===== config.mk =====
export PLATFORM = sky130hd
export DESIGN_NAME = instr_fetch_flat
export DESIGN_NICKNAME = d
export VERILOG_FILES = /design/src/rtl/instr_fetch_pkg.sv /design/src/rtl/instr_fetch_if.sv /design/src/rtl/instr_mem.sv /design/src/rtl/instr_fetch.sv /design/src/flat_wrapper.sv
export SDC_FILE = /design/constraint.sdc
export NUM_CORES = 2
export LEC_CHECK = 0
export ABC_AREA = 0
export CAP_MARGIN = 20
export CORE_MARGIN = 4
export CORE_UTILIZATION = 54
export CTS_CLUSTER_SIZE = 40
export DETAILED_ROUTE_END_ITERATION = 8
export PLACE_DENSITY = 0.81
export SLEW_MARGIN = 0
export SYNTH_ARGS = -nofsm -noshare
export SYNTH_HDL_FRONTEND = slang
export SYNTH_SLANG_ARGS = --single-unit
export TNS_END_PERCENT = 10

===== constraint.sdc =====
create_clock -name clk -period 8.6 [get_ports clk]
set_clock_uncertainty 0.2 [all_clocks]
set_input_delay 1.29 -clock clk [delete_from_list [all_inputs] [get_ports clk]]
set_output_delay 1.29 -clock clk [all_outputs]
set_load 0.02 [all_outputs]

===== src/rtl/instr_fetch_pkg.sv =====
// Shared constants and types for the instruction-fetch stage.
// Imported by the memory, the interface users and the fetch top.
package instr_fetch_pkg;

    localparam logic [31:0] NOP_INSTR  = 32'h0000_0000;
    localparam int          IMEM_DEPTH = 64;
    localparam int          IMEM_AW    = 6;

    // One extra bit so the load pointer and program length can reach IMEM_DEPTH itself
    localparam int          LOAD_PTR_W = IMEM_AW + 1;

    typedef struct packed {
        logic [31:0] instr;
        logic [31:0] pc_plus4;
        logic        valid;
    } if_id_t;

endpackage


===== src/rtl/instr_fetch_if.sv =====
// Handshake and pipeline-register bundle between the fetch stage and its neighbours.
// The master side drives load/stall/branch controls; the slave side is the fetch stage.
interface instr_fetch_if;

    logic        LoadInstructions;
    logic [31:0] Instruction;
    logic        Stall;
    logic        BranchTaken;
    logic [31:0] BranchTarget;
    logic [31:0] IF_ID_Instr;
    logic [31:0] IF_ID_PCPlus4;
    logic        IF_ID_Valid;
    logic        LoadFull;

    modport master (
        output LoadInstructions, Instruction, Stall, BranchTaken, BranchTarget,
        input  IF_ID_Instr, IF_ID_PCPlus4, IF_ID_Valid, LoadFull
    );

    modport slave (
        input  LoadInstructions, Instruction, Stall, BranchTaken, BranchTarget,
        output IF_ID_Instr, IF_ID_PCPlus4, IF_ID_Valid, LoadFull
    );

endinterface


===== src/rtl/instr_mem.sv =====
// 64 x 32 instruction memory: one synchronous write port, one combinational read port.
// Deliberately has no reset so a loaded program survives a pipeline reset.
module instr_mem
    import instr_fetch_pkg::*;
(
    input  logic               clk,
    input  logic               we,
    input  logic [IMEM_AW-1:0] waddr,
    input  logic [31:0]        wdata,
    input  logic [IMEM_AW-1:0] raddr,
    output logic [31:0]        rdata
);

    logic [31:0] mem [IMEM_DEPTH];

    always_ff @(posedge clk) begin
        if (we) begin
            mem[waddr] <= wdata;
        end
    end

    assign rdata = mem[raddr];

endmodule


===== src/rtl/instr_fetch.sv =====
// Instruction-fetch stage: PC, program-load control and the IF/ID pipeline register.
// Priority is Reset > LoadInstructions > BranchTaken > Stall > normal fetch.
module instr_fetch
    import instr_fetch_pkg::*;
(
    input  logic          clk,
    input  logic          Reset,
    instr_fetch_if.slave  bus
);

    logic [31:0]           pc_q, pc_d;
    logic [LOAD_PTR_W-1:0] load_ptr_q, load_ptr_d;
    logic [LOAD_PTR_W-1:0] prog_len_q = '0;
    logic [LOAD_PTR_W-1:0] prog_len_d;
    logic                  load_prev_q, load_prev_d;
    logic                  load_full_q, load_full_d;
    if_id_t                if_id_q, if_id_d;

    logic                  mem_we;
    logic [IMEM_AW-1:0]    mem_waddr;
    logic [31:0]           mem_rdata;
    logic                  fetch_hit;
    logic                  unused_target_lsbs;

    assign unused_target_lsbs = ^bus.BranchTarget[1:0];

    instr_mem u_instr_mem (
        .clk   (clk),
        .we    (mem_we & ~Reset),
        .waddr (mem_waddr),
        .wdata (bus.Instruction),
        .raddr (pc_q[IMEM_AW+1:2]),
        .rdata (mem_rdata)
    );

    // Whole word index is compared so addresses past the memory never alias back into it
    assign fetch_hit = {2'b00, pc_q[31:2]} < {{(32 - LOAD_PTR_W){1'b0}}, prog_len_q};

    always_comb begin
        pc_d        = pc_q;
        load_ptr_d  = load_ptr_q;
        prog_len_d  = prog_len_q;
        load_prev_d = bus.LoadInstructions;
        load_full_d = load_full_q;
        if_id_d     = if_id_q;
        mem_we      = 1'b0;
        mem_waddr   = load_ptr_q[IMEM_AW-1:0];

        if (bus.LoadInstructions) begin
            pc_d    = '0;
            if_id_d = '0;
            if (!load_prev_q) begin
                mem_we     = 1'b1;
                mem_waddr  = '0;
                load_ptr_d = LOAD_PTR_W'(1);
                prog_len_d = LOAD_PTR_W'(1);
            end else if (load_ptr_q == LOAD_PTR_W'(IMEM_DEPTH)) begin
                load_full_d = 1'b1;
            end else begin
                mem_we     = 1'b1;
                load_ptr_d = load_ptr_q + LOAD_PTR_W'(1);
                prog_len_d = prog_len_q + LOAD_PTR_W'(1);
            end
        end else if (bus.BranchTaken) begin
            pc_d    = {bus.BranchTarget[31:2], 2'b00};
            if_id_d = '0;
        end else if (!bus.Stall) begin
            if_id_d.instr    = fetch_hit ? mem_rdata : NOP_INSTR;
            if_id_d.pc_plus4 = pc_q + 32'd4;
            if_id_d.valid    = fetch_hit;
            pc_d             = pc_q + 32'd4;
        end
    end

    always_ff @(posedge clk) begin
        if (Reset) begin
            pc_q        <= '0;
            load_ptr_q  <= '0;
            load_prev_q <= 1'b0;
            load_full_q <= 1'b0;
            if_id_q     <= '0;
        end else begin
            pc_q        <= pc_d;
            load_ptr_q  <= load_ptr_d;
            load_prev_q <= load_prev_d;
            load_full_q <= load_full_d;
            if_id_q     <= if_id_d;
        end
    end

    // Program length survives reset so a loaded program can be rerun
    always_ff @(posedge clk) begin
        if (!Reset) begin
            prog_len_q <= prog_len_d;
        end
    end

    assign bus.IF_ID_Instr   = if_id_q.instr;
    assign bus.IF_ID_PCPlus4 = if_id_q.pc_plus4;
    assign bus.IF_ID_Valid   = if_id_q.valid;
    assign bus.LoadFull      = load_full_q;

endmodule

===== src/flat_wrapper.sv =====
// flat-port wrapper written by rule: the top's interface ports become plain ports
module instr_fetch_flat import instr_fetch_pkg::*;
  (clk, Reset, bus_LoadInstructions, bus_Instruction, bus_Stall, bus_BranchTaken, bus_BranchTarget, bus_IF_ID_Instr, bus_IF_ID_PCPlus4, bus_IF_ID_Valid, bus_LoadFull);
  instr_fetch_if bus_i ();
  input  logic clk;
  input  logic Reset;
  input wire logic [$bits(bus_i.LoadInstructions)-1:0] bus_LoadInstructions;
  input wire logic [$bits(bus_i.Instruction)-1:0] bus_Instruction;
  input wire logic [$bits(bus_i.Stall)-1:0] bus_Stall;
  input wire logic [$bits(bus_i.BranchTaken)-1:0] bus_BranchTaken;
  input wire logic [$bits(bus_i.BranchTarget)-1:0] bus_BranchTarget;
  output wire logic [$bits(bus_i.IF_ID_Instr)-1:0] bus_IF_ID_Instr;
  output wire logic [$bits(bus_i.IF_ID_PCPlus4)-1:0] bus_IF_ID_PCPlus4;
  output wire logic [$bits(bus_i.IF_ID_Valid)-1:0] bus_IF_ID_Valid;
  output wire logic [$bits(bus_i.LoadFull)-1:0] bus_LoadFull;
  assign bus_i.LoadInstructions = bus_LoadInstructions;
  assign bus_i.Instruction = bus_Instruction;
  assign bus_i.Stall = bus_Stall;
  assign bus_i.BranchTaken = bus_BranchTaken;
  assign bus_i.BranchTarget = bus_BranchTarget;
  assign bus_IF_ID_Instr = bus_i.IF_ID_Instr;
  assign bus_IF_ID_PCPlus4 = bus_i.IF_ID_PCPlus4;
  assign bus_IF_ID_Valid = bus_i.IF_ID_Valid;
  assign bus_LoadFull = bus_i.LoadFull;
  instr_fetch u_core (.clk(clk), .Reset(Reset), .bus(bus_i));
endmodule

==> results_dict.tcl <==
set metrics [dict create \
    status "finished with violations" \
    violations "DRC" \
    antenna_found_initial 17 \
    critPathSlowestCell "nor2_4" \
    hold_class "flip-flop to flip-flop" \
    final_area_sq_um 94500 \
    p_per_area_nw_per_um2 223 \
    reg2reg_from "u_core.load_ptr_q[3]$_SDFFE_PP0P_" \
    ys_types 62 \
    ys.flop_type "edfxtp_1" \
    setup_viol 0 \
    drv_slew 0 \
    syn_area_sq_um 83400 \
    rr_endpoint "u_core.u_instr_mem.mem[35][8]$_DFFE_PP_" \
    fin_cells 6460 \
    cts_setup_buffers 0 \
    r2r_slack_ns 3.20 \
    drive_above_1_share_pct 23.7 \
    internal_power_mw 16.5 \
    required_ns 8.88 \
    cts_made_buffers 201 \
    drc_errors 2 \
    fmax_ghz 0.177 \
    path_cells "clkdlybuf4s50_1 > buf_4 > nor2b_1 > nor2b_1 > nor3b_1 > nand3_1 > nor2_4 > buf_4" \
    gp_congestion 0.871 \
    min_period_ns 5.66 \
    synth-edff-count 2055 \
    gr-total-overflow 0 \
    syn_to_final_growth_pct 13.3 \
    r2r_cells 7 \
    synthArstFlopShare_pct 0 \
    swShare_pct 21.3 \
    netlist_top_cells_area "edfxtp_1 74%, mux4_2 14%, dfxtp_1 2.6%" \
    drtIter0Drc 8532 \
    firstDrtPassIters 9 \
    ctsHoldBuffers 0 \
    h-tree-depth 4 \
    clk_pin_slew_ns 0.06 \
    worst_ep_arrival_time_ns 5.94 \
    synth_area_leader_cell "edfxtp_1" \
    postSynthAreaPerCell_sq_um 20.9 \
    combPwrFrac_pct 4.4 \
    placed_cell_area_sq_um 87700 \
    die_width_um 401 \
    fin_ws_ns 2.94 \
    vias 44964 \
    cts_resized 0 \
    peakVddDrop_mv 0.226 \
    slew_headroom_pct 17.8 \
    synthCells 3985 \
    hpwl_um 125000 \
    seq_power_share_pct 55.0 \
    fin_crit_sh_pct 65.8 \
    synth.top_cell.area_share_pct 74.0 \
    ant_nets 0 \
    cts_root_buffer "clkbuf_16" \
    start_util_pct 54.6 \
    crit_path_end_kind "flip-flop" \
    setup_tns_ns 0 \
    p_sw_mw 4.48 \
    path_delay_family "simple AND/OR/NAND/NOR gates" \
    synth.most_common_cell "edfxtp_1" \
    port_buffers 130 \
    dieArea_sq_um 161000 \
    ys_warn_count 0 \
    cts.sinks 2163 \
    worst_slew_pin_slew_ns 1.23 \
    rows 143 \
    slowest_delay_ns 1.05 \
    p_leak_nw 28.6 \
    clk_latency_ns 0.83 \
    cp-start-kind "input pin" \
    maxCapViolations 0 \
    finalWirelength_um 232000 \
    synth_common_cells "2055 x edfxtp_1, 500 x mux4_2, 174 x mux2i_1" \
    cp_max_fo 19 \
    dp_slack_ns 2.32 \
    dp_cells 6052 \
    grt_use_total_pct 28.2 \
    ys_ff_latch 2163 \
    startpoint "bus_LoadInstructions" \
    vias_per_cell 6.96 \
    critPathKind "input pin to flip-flop" \
    core_sq_um 153000 \
    dieHeight_um 401 \
    crit_end "u_core.u_instr_mem.mem[35][8]$_DFFE_PP_" \
    grt_pass1_wl_um 325000 \
    grt_max_degree 118 \
    cts_tree "yes" \
    p_clk_share_pct 40.6 \
    io_pins 135 \
    hold_viol_final 0 \
    clockBufferDepth 3 \
    cp_num_cells 8 \
    path_buf_inv 3 \
    final_nets 4334 \
    ys_seq_area_share_pct 76.6 \
    min_path_cells 1 \
    rsz0062_at_grt "no" \
    grt_pass1_vias 43620 \
    drt-wirelength-per-cell_um 35.9 \
]
cell usage in the layout, fill, tap and decap left out, drive strengths merged, types with 7 or more instances in the layout:
| cell | n |
|---|---|
| nand2b | 16 |
| o211ai | 9 |
| nor3 | 28 |
| nand4 | 19 |
| a211oi | 21 |
| a31oi | 17 |
| dfxtp | 108 |
| ha | 10 |
| inv | 28 |
| nor2 | 140 |
| mux2 | 7 |
| nor2b | 33 |
| buf | 185 |
| bufinv | 8 |
| diode | 11 |
| a22oi | 74 |
| o21ai | 80 |
| mux2i | 174 |
| mux4 | 500 |
| a22o | 14 |
| o41ai | 9 |
| edfxtp | 2055 |
| o22ai | 18 |
| clkbuf | 275 |
| a21oi | 52 |
| clkdlybuf4s50 | 97 |
| and2 | 12 |
| xnor2 | 37 |
| nor4 | 15 |
| clkinv | 76 |
| xor2 | 20 |
| nand3 | 67 |
| or3 | 9 |
| a221oi | 10 |
| nor3b | 7 |
| nand2 | 136 |
state kept, by name, summed over array words and instances (netlist names), named ones only:
signal,flops
u_core.bus.IF_ID_Instr,32
u_core.bus.IF_ID_PCPlus4,30
u_core.bus.IF_ID_Valid,1
u_core.bus.LoadFull,1
u_core.load_prev_q,1
u_core.load_ptr_q,7
u_core.pc_q,30
u_core.prog_len_q,7
u_core.u_instr_mem.mem,2048
how the worst min path moves through the flow:
| stage | startpoint | endpoint | slack, ns |
|---|---|---|---|
| 5_1_grt | u_core.bus.IF_ID_PCPlus4[10]$_SDFFE_PP0N_ | u_core.bus.IF_ID_PCPlus4[10]$_SDFFE_PP0N_ | 0.29 |
| 3_5_place_dp | u_core.bus.IF_ID_PCPlus4[9]$_SDFFE_PP0N_ | u_core.bus.IF_ID_PCPlus4[9]$_SDFFE_PP0N_ | 0.25 |
| 2_1_floorplan | u_core.load_ptr_q[6]$_SDFFE_PP0P_ | u_core.load_ptr_q[6]$_SDFFE_PP0P_ | 0.25 |
| 3_3_place_gp | u_core.bus.IF_ID_PCPlus4[25]$_SDFFE_PP0N_ | u_core.bus.IF_ID_PCPlus4[25]$_SDFFE_PP0N_ | 0.24 |
| 6_report | u_core.bus.IF_ID_PCPlus4[9]$_SDFFE_PP0N_ | u_core.bus.IF_ID_PCPlus4[9]$_SDFFE_PP0N_ | 0.26 |
| 4_1_cts | u_core.bus.IF_ID_PCPlus4[9]$_SDFFE_PP0N_ | u_core.bus.IF_ID_PCPlus4[9]$_SDFFE_PP0N_ | 0.26 |
routing by layer:
layer,wire (um),global-route usage [%]
met1,77400,38.0
met2,110000,43.7
met3,35500,9.14
met4,9450,10.3
met5,110,0
power by group through the flow:
stage / clock network, mW / registers [mW] / logic, mW
4_1_cts: 8.53 / 11.6 / 0.867
6_report: 8.54 / 11.6 / 0.923
2_1_floorplan: 0 / 11.8 / 0.471
3_5_place_dp: 0 / 11.8 / 0.850
5_1_grt: 9.03 / 11.6 / 0.957
3_3_place_gp: 0 / 11.8 / 0.824
worst reg2reg max path: stages (launching register included):
cell and delay (ns):
dfxtp_1 0.67, nor3_1 0.16, and4_1 0.26, nor2b_1 0.87, nor3b_1 0.49, nand3_1 0.85, nor2_4 1.06, buf_4 0.49
cell families after synthesis:
family                   synth area share, %
adder cells (fa/ha/maj)                0.150
other                                0.00450
buffers and inverters                   1.44
flip-flops                              76.6
AO/OA/AOI/OAI                           2.69
multiplexers                            15.7
AND/OR/NAND/NOR                         2.85
XOR/XNOR                               0.599
through the flow:
stage | power, mW | util [%] | hold slack [ns]
finish | 21.0 | 61.8 | 0.255
global route | 21.6 | 61.8 | 0.288
CTS | 21.0 | 61.4 | 0.260
detailed placement | 12.6 | 57.4 | 0.246
global placement | 12.6 | 57.3 | 0.243
floorplan | 12.3 | - | 0.254
cell type report:
type | count | area (sq um)
Antenna cell | 11 | 27.5
Clock buffer | 273 | 5450
Multi-Input combinational cell | 1583 | 18900
Sequential cell | 2163 | 63900
Tap cell | 2030 | 2540
Clock inverter | 94 | 707
Fill cell | 9743 | 58300
Timing Repair Buffer | 284 | 2940
Inverter | 22 | 83.8
(Power assumes the default switching activity.)
